### config.mk
export PLATFORM = sky130hd
export DESIGN_NAME = cpu_thread_sched_flat
export DESIGN_NICKNAME = d
export VERILOG_FILES = /design/src/rtl/cpu_thread_sched_if.sv /design/src/rtl/cpu_thread_sched.sv /design/src/flat_wrapper.sv
export SDC_FILE = /design/constraint.sdc
export NUM_CORES = 1
export LEC_CHECK = 0
export CORE_MARGIN = 1
export CORE_UTILIZATION = 47
export DETAILED_ROUTE_END_ITERATION = 12
export PLACE_DENSITY = 0.73
export SLEW_MARGIN = 10
export SYNTH_ARGS = -nofsm -noshare
export SYNTH_HDL_FRONTEND = slang
export SYNTH_SLANG_ARGS = --single-unit
### constraint.sdc
create_clock -name CLK -period 2.85 [get_ports CLK]
set_clock_uncertainty 0.2 [all_clocks]
set_input_delay 0.285 -clock CLK [delete_from_list [all_inputs] [get_ports CLK]]
set_output_delay 0.285 -clock CLK [all_outputs]
set_load 0.02 [all_outputs]
### src/rtl/cpu_thread_sched_if.sv
// rtl/cpu_thread_sched_if.sv - scheduler control/status bundle shared by execution, pipeline and job loader
interface cpu_thread_sched_if #(
    parameter int N_THREADS     = 4,
    parameter int N_THREADS_MSB = 1,
    parameter int IADDR_WIDTH   = 7
);
    logic [N_THREADS-1:0]   thread_ready;
    logic                   switch_req;
    logic [IADDR_WIDTH-1:0] save_ip;
    logic                   thread_almost_switched;
    logic                   ip_wr_en;
    logic [N_THREADS_MSB:0] ip_wr_thread;
    logic [IADDR_WIDTH-1:0] ip_wr_data;
    logic                   invalidate;
    logic                   reload;
    logic [N_THREADS_MSB:0] thread_num;
    logic [IADDR_WIDTH-1:0] thread_ip;
    logic                   idle;

    modport master (
        output thread_ready, switch_req, save_ip, thread_almost_switched,
               ip_wr_en, ip_wr_thread, ip_wr_data,
        input  invalidate, reload, thread_num, thread_ip, idle
    );

    modport slave (
        input  thread_ready, switch_req, save_ip, thread_almost_switched,
               ip_wr_en, ip_wr_thread, ip_wr_data,
        output invalidate, reload, thread_num, thread_ip, idle
    );
endinterface

### src/rtl/cpu_thread_sched.sv
// rtl/cpu_thread_sched.sv - round-robin hardware thread scheduler with per-thread resume IP table
module cpu_thread_sched #(
    parameter int N_THREADS     = 4,
    parameter int N_THREADS_MSB = 1,
    parameter int IADDR_WIDTH   = 7
) (
    input  logic              CLK,
    input  logic              reset,
    cpu_thread_sched_if.slave bus
);
    localparam int THR_W = N_THREADS_MSB + 1;

    typedef enum logic [1:0] {
        S_IDLE   = 2'd0,
        S_SETTLE = 2'd1,
        S_RUN    = 2'd2
    } state_t;

    state_t                 r_state;
    logic                   r_invalidate;
    logic                   r_reload;
    logic [THR_W-1:0]       r_thread_num;
    logic [IADDR_WIDTH-1:0] r_thread_ip;
    logic                   r_idle;
    logic [IADDR_WIDTH-1:0] r_ip_table [N_THREADS];

    state_t                 w_state_nxt;
    logic                   w_invalidate_nxt;
    logic                   w_reload_nxt;
    logic [THR_W-1:0]       w_thread_num_nxt;
    logic [IADDR_WIDTH-1:0] w_thread_ip_nxt;
    logic                   w_idle_nxt;
    logic                   w_save_en;
    logic                   w_found;
    logic [THR_W-1:0]       w_sel;

    // Descending scan so the nearest ready thread after thread_num wins; offset N wraps to thread_num itself.
    always_comb begin
        w_found = 1'b0;
        w_sel   = r_thread_num;
        for (int i = N_THREADS; i >= 1; i--) begin
            if (bus.thread_ready[r_thread_num + THR_W'(i)]) begin
                w_found = 1'b1;
                w_sel   = r_thread_num + THR_W'(i);
            end
        end
    end

    always_comb begin
        w_state_nxt      = r_state;
        w_invalidate_nxt = 1'b0;
        w_reload_nxt     = 1'b0;
        w_thread_num_nxt = r_thread_num;
        w_thread_ip_nxt  = r_thread_ip;
        w_idle_nxt       = r_idle;
        w_save_en        = 1'b0;
        case (r_state)
            S_IDLE: begin
                if (w_found) begin
                    w_state_nxt      = S_SETTLE;
                    w_thread_num_nxt = w_sel;
                    // A job load landing on the thread being picked must not be missed.
                    if (bus.ip_wr_en && (bus.ip_wr_thread == w_sel)) begin
                        w_thread_ip_nxt = bus.ip_wr_data;
                    end else begin
                        w_thread_ip_nxt = r_ip_table[w_sel];
                    end
                    w_reload_nxt = 1'b1;
                    w_idle_nxt   = 1'b0;
                end
            end
            S_SETTLE: begin
                if (bus.thread_almost_switched) begin
                    w_state_nxt = S_RUN;
                end
            end
            S_RUN: begin
                if (bus.switch_req) begin
                    w_state_nxt      = S_IDLE;
                    w_save_en        = 1'b1;
                    w_invalidate_nxt = 1'b1;
                    w_idle_nxt       = 1'b1;
                end
            end
            default: begin
                w_state_nxt = S_IDLE;
                w_idle_nxt  = 1'b1;
            end
        endcase
    end

    always_ff @(posedge CLK) begin
        if (reset) begin
            r_state      <= S_IDLE;
            r_invalidate <= 1'b1;
            r_reload     <= 1'b0;
            r_thread_num <= THR_W'(N_THREADS - 1);
            r_thread_ip  <= '0;
            r_idle       <= 1'b1;
            for (int i = 0; i < N_THREADS; i++) begin
                r_ip_table[i] <= '0;
            end
        end else begin
            r_state      <= w_state_nxt;
            r_invalidate <= w_invalidate_nxt;
            r_reload     <= w_reload_nxt;
            r_thread_num <= w_thread_num_nxt;
            r_thread_ip  <= w_thread_ip_nxt;
            r_idle       <= w_idle_nxt;
            if (bus.ip_wr_en) begin
                r_ip_table[bus.ip_wr_thread] <= bus.ip_wr_data;
            end
            // Later assignment lets the yielding thread's save win over a same-entry job load.
            if (w_save_en) begin
                r_ip_table[r_thread_num] <= bus.save_ip;
            end
        end
    end

    assign bus.invalidate = r_invalidate;
    assign bus.reload     = r_reload;
    assign bus.thread_num = r_thread_num;
    assign bus.thread_ip  = r_thread_ip;
    assign bus.idle       = r_idle;
endmodule
### src/flat_wrapper.sv
// flat-port wrapper written by rule: the top's interface ports become plain ports
module cpu_thread_sched_flat 
#(
    parameter int N_THREADS     = 4,
    parameter int N_THREADS_MSB = 1,
    parameter int IADDR_WIDTH   = 7
)
  (CLK, reset, bus_thread_ready, bus_switch_req, bus_save_ip, bus_thread_almost_switched, bus_ip_wr_en, bus_ip_wr_thread, bus_ip_wr_data, bus_invalidate, bus_reload, bus_thread_num, bus_thread_ip, bus_idle);
  cpu_thread_sched_if #(.N_THREADS(N_THREADS), .N_THREADS_MSB(N_THREADS_MSB), .IADDR_WIDTH(IADDR_WIDTH)) bus_i ();
  input  logic CLK;
  input  logic reset;
  input wire logic [$bits(bus_i.thread_ready)-1:0] bus_thread_ready;
  input wire logic [$bits(bus_i.switch_req)-1:0] bus_switch_req;
  input wire logic [$bits(bus_i.save_ip)-1:0] bus_save_ip;
  input wire logic [$bits(bus_i.thread_almost_switched)-1:0] bus_thread_almost_switched;
  input wire logic [$bits(bus_i.ip_wr_en)-1:0] bus_ip_wr_en;
  input wire logic [$bits(bus_i.ip_wr_thread)-1:0] bus_ip_wr_thread;
  input wire logic [$bits(bus_i.ip_wr_data)-1:0] bus_ip_wr_data;
  output wire logic [$bits(bus_i.invalidate)-1:0] bus_invalidate;
  output wire logic [$bits(bus_i.reload)-1:0] bus_reload;
  output wire logic [$bits(bus_i.thread_num)-1:0] bus_thread_num;
  output wire logic [$bits(bus_i.thread_ip)-1:0] bus_thread_ip;
  output wire logic [$bits(bus_i.idle)-1:0] bus_idle;
  assign bus_i.thread_ready = bus_thread_ready;
  assign bus_i.switch_req = bus_switch_req;
  assign bus_i.save_ip = bus_save_ip;
  assign bus_i.thread_almost_switched = bus_thread_almost_switched;
  assign bus_i.ip_wr_en = bus_ip_wr_en;
  assign bus_i.ip_wr_thread = bus_ip_wr_thread;
  assign bus_i.ip_wr_data = bus_ip_wr_data;
  assign bus_invalidate = bus_i.invalidate;
  assign bus_reload = bus_i.reload;
  assign bus_thread_num = bus_i.thread_num;
  assign bus_thread_ip = bus_i.thread_ip;
  assign bus_idle = bus_i.idle;
  cpu_thread_sched #(.N_THREADS(N_THREADS), .N_THREADS_MSB(N_THREADS_MSB), .IADDR_WIDTH(IADDR_WIDTH)) u_core (.CLK(CLK), .reset(reset), .bus(bus_i));
endmodule
==> qor.yml, run 1 <==
die-height_microns: 76.2
coreArea_sq_mm: 0.00520
outcome: "finished, final reports clean"
hold_buffers: 0
diodes: 0
crit_slowest_cell: "ha_1"
yosys.area.top_type_share_pct: 32.5
drt_iter0_drc: 169
worstMarginPinSlew_ns: 0.425
htreeDepth: 2
viasPerCell: 5.57
overflow: 0
yosys.area.top_type: "edfxtp_1"
p_leak_uw: 0.00113
yosysSeqAreaShare_pct: 43.3
yosys-top-cells-area: "edfxtp_1 32%, dfxtp_1 11%, nand2_1 8.3%"
syn_to_final_growth_pct: 23.4
crit_path_start_kind: "register"
start_util_pct: 49.7
cts_buffers: 5
antenna_found_initial: 0
max_cap_violations: 0
grt_setup_unrepaired: "false"
place_area_sq_mm: 0.00310
root_buffer: "clkbuf_8"
grt_start_max_net_pins: 20
grt_pass1_wl_microns: 9990
setup_tns_ns: 0
fp.dieW_microns: 76.2
netlist_instances: 282
synth_area_per_cell_sq_um: 9.18
report.final.setup_viol: 0
cts_resized: 0
clock_sinks: 42
wirelength_microns: 6120
synth_area_sq_mm: 0.00259
io_pins: 37
worstSkewPairLatency_ns: 0.28
tritoncts: "built"
hold_path_class: "register to register"
synthArstFlopShare_pct: 0
period_share_pct: 92.6
final_hold_viol_count: 0
globalplace.congestion: 0.855
synth_warnings: 0
critPathMaxFanout: 8
rows: 26
synth-seq-cells: 42
groute.usage.overall_pct: 22.4
wl_per_cell_microns: 15.3
die-area_sq_mm: 0.00581
cpPeakStageDelay_ns: 0.39
detail-route-antenna-nets: 0
ir_drop_mv: 0.265
drive_gt1_share_pct: 16.7
first_pass_iters: 5
drc: 0
dpl.hpwl_microns: 4730
clock.fmax_ghz: 0.379
final_area_sq_mm: 0.00319
drv_slew: 0
crit_chain: "inv_1 > ha_1 > mux4_2 > nor2b_4 > nor2_2 > xnor3_2 > a31oi_1 > nor3b_1 > a211oi_1"
grt_pass1_vias: 1996
cts_buffer_depth: 2
crit_required_ns: 2.81
syn_nets: 311
min_period_ns: 2.64
relSlewSlack_pct: 71.7
pwr_density_cell_mw_per_mm2: 591
critPathTopFamily: "simple AND/OR/NAND/NOR gates"
cp-end-kind: "register"
worst-path-buf-inv: 1
path_clk_slew_ns: 0.07
worstSetupPathType: "register to register"
io_buffers: 36
synth.most_common_cell: "nand2_1"
post_cts_buffers: 0
synthFlopType: "edfxtp_1"
nets: 358
netlist-cell-type-count: 51
final_util_pct: 61.3
dr_total_vias: 2227
synth_edf_count: 28
critPathArrivalTime_ns: 2.60
synth.top_cells.by_count: "57 x nand2_1, 41 x o21ai_0, 28 x edfxtp_1"
-- worst reg2reg max path, stage by stage, from the launching register on --
cell      delay, ns
dfxtp_1        0.33
inv_1          0.07
ha_1           0.39
mux4_2         0.32
nor2b_4        0.17
nor2_2         0.14
xnor3_2        0.35
a31oi_1        0.24
nor3b_1        0.24
a211oi_1       0.07
-- placed cells by master, fill, tap and decap left out, types with 2 or more instances in the layout --
cell	synthesis	final
nand2_1	57	57
o21ai_0	41	41
clkdlybuf4s50_1	0	36
edfxtp_1	28	28
buf_4	2	20
a21oi_1	15	15
dfxtp_1	14	13
nand3_1	9	9
nor2_1	7	7
nor3b_1	7	7
a31oi_1	7	7
nand3_2	7	7
o21bai_1	7	7
a211oi_1	6	6
clkbuf_8	0	6
nand2b_1	5	5
or3_1	5	5
and2_0	4	4
o21ai_1	4	4
ha_1	4	4
inv_1	3	3
nor2b_1	3	3
mux4_2	3	3
nand3b_1	2	2
nor3_1	2	2
or3b_2	2	2
o21ai_2	2	2
-- area by class of cell --
| cell class | instances | area (sq um) |
|---|---|---|
| clock buffers | 7 | 86.3 |
| well taps | 70 | 87.6 |
| fillers | 445 | 2010 |
| multi-input cells | 220 | 1370 |
| inverters | 4 | 15.0 |
| clock inverters | 1 | 5.00 |
| repair buffers | 56 | 510 |
| flip-flops and latches | 42 | 1120 |
-- worst paths after layout --
| path | from | end | slack, ns | cells past startpoint |
|---|---|---|---|---|
| worst max-delay path | u_core.bus.thread_num[1] | u_core.bus.thread_ip[2] | 0.21 | 9 |
| worst min-delay path | u_core.bus.idle | u_core.bus.idle | 0.32 | 2 |
| worst max register to register | u_core.bus.thread_num[1] | u_core.bus.thread_ip[2] | 0.21 | 9 |
| worst min register to register | u_core.bus.idle | u_core.bus.idle | 0.32 | 2 |
-- kinds of logic after synthesis --
kind of cell / after synthesis / share of synthesized area (%)
AOI/OAI and AO/OA: 92 / 21.5
xor gates and xnor gates: 1 / 0.919
adders and majority gates: 4 / 1.93
buffers and inverters: 20 / 3.92
DFF: 42 / 43.3
muxes: 6 / 4.30
and+or+nand+nor: 117 / 24.1
-- state kept, by name, summed over array words and instances, names as in the netlist --
signal	count
u_core.r_ip_table	28
u_core.bus.idle	1
u_core.r_state	2
u_core.bus.invalidate	1
u_core.bus.reload	1
u_core.bus.thread_ip	7
u_core.bus.thread_num	2
-- where the power goes --
group	switching, uW	total [uW]	internal, uW
Sequential	28.1	738	710
Clock	184	379	195
Combinational	433	770	337
-- per-stage QoR --
stage	setup WS (ns)	std cells	hold WS [ns]	total power [uW]
after global placement	0.126	392	0.292	1500
after floorplan	0.0259	282	0.203	1280
after detailed placement	0.0678	392	0.314	1520
after global routing	0.00603	400	0.368	2000
final	0.210	400	0.319	1890
after CTS	0.232	400	0.329	1890
-- metal layers --
layer  track usage (%)  routed length, microns  up-vias
met3              4.07                     524        9
met2              34.7                    2720       97
met1              32.7                    2820      993
met5                 0                       0        -
li1                  -                       -     1128
met4              4.81                      62        0
Note: power is estimated with default switching activity, not from simulation.
==> inputs of run 2 (changes only) <==
--- a/config.mk
+++ b/config.mk
@@ -9,7 +9,6 @@
 export CORE_UTILIZATION = 47
 export DETAILED_ROUTE_END_ITERATION = 12
 export PLACE_DENSITY = 0.73
-export SLEW_MARGIN = 10
 export SYNTH_ARGS = -nofsm -noshare
 export SYNTH_HDL_FRONTEND = slang
 export SYNTH_SLANG_ARGS = --single-unit
==> results of run 2 <==
Same layout as run 1: the final DEF is identical, and so are final timing and power.
